### config.mk
export PLATFORM = sky130hd
export DESIGN_NAME = dbc_port_status_regs
export DESIGN_NICKNAME = d
export VERILOG_FILES = /design/src/rtl/dbc_port_status_regs.sv
export SDC_FILE = /design/constraint.sdc
export NUM_CORES = 1
export LEC_CHECK = 0
export CAP_MARGIN = 15
export CORE_UTILIZATION = 45
export DETAILED_ROUTE_END_ITERATION = 16
export GPL_TIMING_DRIVEN = 1
export PLACE_DENSITY = 0.83
export SYNTH_ARGS = -nofsm -noshare
export SYNTH_HDL_FRONTEND = slang
export SYNTH_SLANG_ARGS = --single-unit
### constraint.sdc
create_clock -name clock -period 1.8 [get_ports clock]
set_input_delay 0.18 -clock clock [delete_from_list [all_inputs] [get_ports clock]]
set_output_delay 0.18 -clock clock [all_outputs]
set_load 0.02 [all_outputs]
### src/rtl/dbc_port_status_regs.sv
// DbC port status / change-bit generator.
// Debounces connect, times warm reset, holds sticky W1C change bits.
module dbc_port_status_regs #(
  parameter int unsigned DEBOUNCE_CYCLES = 16,
  parameter int unsigned RESET_CYCLES    = 32,
  parameter int unsigned CNT_W           = 8
) (
  input  logic       clock,
  input  logic       reset,
  input  logic       DCE,
  input  logic       link_connect,
  input  logic       link_up,
  input  logic       link_error,
  input  logic       port_reset_req,
  input  logic       w1c_csc,
  input  logic       w1c_plc,
  input  logic       w1c_prc,
  input  logic       w1c_cec,
  output logic       DCE_o,
  output logic       DCI,
  output logic       PED,
  output logic       PR,
  output logic       CSC,
  output logic       PLC,
  output logic       PRC,
  output logic       CEC,
  output logic       port_event,
  output logic [2:0] port_state
);

  typedef enum logic [2:0] {
    DISABLED     = 3'd0,
    DISCONNECTED = 3'd1,
    DEBOUNCE     = 3'd2,
    CONNECTED    = 3'd3,
    ENABLED      = 3'd4,
    RESETTING    = 3'd5,
    ERROR        = 3'd6
  } state_t;

  localparam logic [CNT_W-1:0] DEB_LAST = CNT_W'(DEBOUNCE_CYCLES - 1);
  localparam logic [CNT_W-1:0] RST_LAST = CNT_W'(RESET_CYCLES - 1);

  state_t           state_q, state_d;
  logic [CNT_W-1:0] cnt_q, cnt_d;
  logic             dce_q;
  logic             dci_q, dci_d;
  logic             ped_q, ped_d;
  logic             pr_q, pr_d;
  logic             csc_q, csc_d;
  logic             plc_q, plc_d;
  logic             prc_q, prc_d;
  logic             cec_q, cec_d;
  logic             evt_q;
  logic             set_csc, set_plc, set_prc, set_cec;

  // Events are tested in priority order inside each state.
  always_comb begin
    state_d = state_q;
    cnt_d   = '0;
    set_csc = 1'b0;
    set_plc = 1'b0;
    set_prc = 1'b0;
    set_cec = 1'b0;
    if (!DCE) begin
      state_d = DISABLED;
    end else begin
      unique case (state_q)
        DISABLED: state_d = DISCONNECTED;
        DISCONNECTED: begin
          if (link_connect) state_d = DEBOUNCE;
        end
        DEBOUNCE: begin
          if (!link_connect) begin
            state_d = DISCONNECTED;
          end else if (cnt_q == DEB_LAST) begin
            state_d = CONNECTED;
            set_csc = 1'b1;
          end else begin
            cnt_d = cnt_q + 1'b1;
          end
        end
        CONNECTED: begin
          if (!link_connect) begin
            state_d = DISCONNECTED;
            set_csc = 1'b1;
          end else if (link_error) begin
            state_d = ERROR;
            set_cec = 1'b1;
          end else if (port_reset_req) begin
            state_d = RESETTING;
          end else if (link_up) begin
            state_d = ENABLED;
            set_plc = 1'b1;
          end
        end
        ENABLED: begin
          if (!link_connect) begin
            state_d = DISCONNECTED;
            set_csc = 1'b1;
          end else if (link_error) begin
            state_d = ERROR;
            set_cec = 1'b1;
          end else if (port_reset_req) begin
            state_d = RESETTING;
          end else if (!link_up) begin
            state_d = CONNECTED;
            set_plc = 1'b1;
          end
        end
        RESETTING: begin
          if (!link_connect) begin
            state_d = DISCONNECTED;
            set_csc = 1'b1;
          end else if (cnt_q == RST_LAST) begin
            state_d = CONNECTED;
            set_prc = 1'b1;
          end else begin
            cnt_d = cnt_q + 1'b1;
          end
        end
        ERROR: begin
          if (!link_connect) begin
            state_d = DISCONNECTED;
            set_csc = 1'b1;
          end
        end
        default: state_d = DISABLED;
      endcase
    end
  end

  always_comb begin
    dci_d = state_d inside {CONNECTED, ENABLED, RESETTING, ERROR};
    ped_d = (state_d == ENABLED);
    pr_d  = (state_d == RESETTING);
    csc_d = DCE & (set_csc | (csc_q & ~w1c_csc));
    plc_d = DCE & (set_plc | (plc_q & ~w1c_plc));
    prc_d = DCE & (set_prc | (prc_q & ~w1c_prc));
    cec_d = DCE & (set_cec | (cec_q & ~w1c_cec));
  end

  always_ff @(posedge clock) begin
    if (!reset) begin
      state_q <= DISABLED;
      cnt_q   <= '0;
      dce_q   <= 1'b0;
      dci_q   <= 1'b0;
      ped_q   <= 1'b0;
      pr_q    <= 1'b0;
      csc_q   <= 1'b0;
      plc_q   <= 1'b0;
      prc_q   <= 1'b0;
      cec_q   <= 1'b0;
      evt_q   <= 1'b0;
    end else begin
      state_q <= state_d;
      cnt_q   <= cnt_d;
      dce_q   <= DCE;
      dci_q   <= dci_d;
      ped_q   <= ped_d;
      pr_q    <= pr_d;
      csc_q   <= csc_d;
      plc_q   <= plc_d;
      prc_q   <= prc_d;
      cec_q   <= cec_d;
      evt_q   <= csc_d | plc_d | prc_d | cec_d;
    end
  end

  assign DCE_o      = dce_q;
  assign DCI        = dci_q;
  assign PED        = ped_q;
  assign PR         = pr_q;
  assign CSC        = csc_q;
  assign PLC        = plc_q;
  assign PRC        = prc_q;
  assign CEC        = cec_q;
  assign port_event = evt_q;
  assign port_state = state_q;

endmodule

==> results.ini <==
[clock_tree]
cts_resized = 0
cts_buffers = 3
cts_max_level = 1
post-cts-setup-buffers = 0
clkSlewWorstSetupHoldPaths_ns = 0.11
root_buffer = clkbuf_4
cts_tree = built
cts_hold_buf = 0
clk_latency_ns = 0.30
cts_buffer_depth = 2
clkSinkCount = 20

[timing]
slew_violations = 0
fin_hold_ws_ns = 0.4520
clock.fmax_mhz = 608.2
post-route-period-util_pct = 91.35
slew_headroom_pct = 69.06
hold_violations = 0
period_minus_slack_ns = 1.644
worst_pin_slew_ns = 0.4592
setup_viol = 0
layout_setup_ws_ns = 0.1557
rsz0062_at_grt = no
fin_skew_ns = 0.004311
setup-tns-final_ns = 0

[worst_setup_path]
critPathLaunchType = flop
r2r_slack_ns = 0.16
critPathTopFamily = buffers and inverters
end_kind = primary output
arrival_ns = 1.46
crit_path_end = port_state[1]
crit_buf_inv = 1
timing.rr.end = PR
crit_path_max_fanout = 10
path_cells = clkdlybuf4s50_1
crit_cells = 1
worstRegToRegCells = 5
crit_start = port_state[1]
worstSetupPathType = flop to primary output
cp.required_ns = 1.62
slowest_delay_ns = 0.66
r2r-start = port_state[1]
slowest_stage = clkdlybuf4s50_1

[die]
core-area_sq_um = 2022
fp-row-count = 16
start_util_pct = 49.69
die_x_microns = 49.25
io_pins = 23
die_area_sq_um = 2426
die_h_microns = 49.25

[route]
top_layer_used = met4
drcViolationCount = 0
wl_met1_microns = 1017
dr.pass1.iters = 4
wl_per_cell_microns = 12.72
vias = 906
route.met2.wl_microns = 995
drtAntennaViolNets = 0
viasPerCell = 5.425
wl_met3_microns = 74
drt_wl_total_microns = 2125
drt_iter0_markers = 19

[synthesis]
synth_fp_nets = 122
yosysMostFrequentCell = dfxtp_1
synth_flop_cell = dfxtp_1
yosysSeqAreaShare_pct = 39.85
synth_area_sq_um = 1005
synth_warnings = 0
synth_seq_cells = 20
synth_common_cells = dfxtp_1 (20), nor2_1 (11), inv_1 (7), nand2_1 (5)
ys_types = 42
synth_area_per_cell_sq_um = 9.134
synth_top_area_cell = dfxtp_1
synth_top_area_share_pct = 39.85
syn_inst = 110
async_flop_share_pct = 0
synth_area_leaders = dfxtp_1 (40%), nor2_1 (4.1%), xnor2_1 (3.5%)
synth_edf_count = 0

[final_layout]
insertedDiodeCount = 0
final_util_pct = 65.47
multi_input_area_sq_um = 560.5
register_area_sq_um = 400.4
nNetsFinal = 154
layout-drive-gt1-share_pct = 12.14
area_delta_synth_final_pct = 31.76
nFillCells = 175

[global_route]
grt_pass1_wl_microns = 3519
grt_max_degree = 11
grt_remaining_overflow = 0
track_usage_pct = 18.87
grt_pass1_vias = 860
antenna_found_initial = 0

[worst_hold_path]
hold_start = cnt_q[0]
hold_class = flop to flop
hold_depth = 1

[job]
drv_cap = 0

[place]
place_ws_ns = -0.03702
io_buffers = 22
gp_congestion = 0.8625
hpwl_microns = 1641

[power]
ir_worst_vdd_v = 0.0003336
power_leakage_uw = 0.0005067
total_power_uw = 738.1
p_per_area_nw_per_um2 = 557.6

[status]
outcome = finished, final reports clean

==> state kept, by name, summed over array words and instances, names as in the netlist <==
register,cells
DCE_o,1
cnt_q,8
DCI,1
port_state,3
PRC,1
PR,1
CSC,1
CEC,1
port_event,1
PLC,1
PED,1
==> routing by layer <==
layer / global-route usage, % / vias up
met3: 3.115 / 5
met5: 0 / -
met1: 22.26 / 423
met4: 8.824 / 0
li1: - / 462
met2: 32.88 / 16
==> report_power, final <==
part | internal, uW | total, uW | leakage, uW | switching [uW]
logic | 43.8 | 77.0 | 0.000331 | 33.2
registers | 446 | 449 | 0.000162 | 3.13
clock network | 78.2 | 212 | 0.0000138 | 134
==> cells in the final DEF (no fill, tap or decap), types with 3 or more instances in the layout <==
| cell type | count |
|---|---|
| nor2_1 | 11 |
| nor2b_1 | 3 |
| and2_1 | 4 |
| nand2b_1 | 3 |
| inv_1 | 7 |
| dfxtp_1 | 20 |
| nor3_1 | 4 |
| a31oi_1 | 3 |
| and3_1 | 3 |
| xnor2_1 | 4 |
| clkdlybuf4s50_1 | 22 |
| clkbuf_4 | 3 |
| buf_4 | 8 |
| a21boi_0 | 4 |
| nand2_1 | 5 |
==> stage by stage <==
step	std cells	instance area, sq um
2_1_floorplan	110	1005
3_3_place_gp	164	1301
3_5_place_dp	164	1301
4_1_cts	167	1324
5_1_grt	167	1324
6_report	167	1324
==> cell type report <==
class	count	area share [%]
multi-input cells	80	42.34
flip-flops and latches	20	30.25
repair buffers	30	21.17
well taps	27	2.552
inverters	7	1.985
clock buffers	3	1.701
==> cells by family (layout without fill, tap and decap cells) <==
family          after synthesis  in the layout  share of synthesized area, %
compound gates               23             23                         19.68
xor+xnor                      6              6                         5.230
fa+ha+maj                     1              1                         1.245
buf+inv                      10             40                         4.358
flops                        20             20                         39.85
simple gates                 50             50                         29.64
==> worst min path at each step <==
stage,endpoint
finish,cnt_q[0]
global route,PLC
CTS,cnt_q[0]
detailed placement,cnt_q[0]
global placement,cnt_q[0]
floorplan,port_state[0]
(Power assumes the default switching activity.)
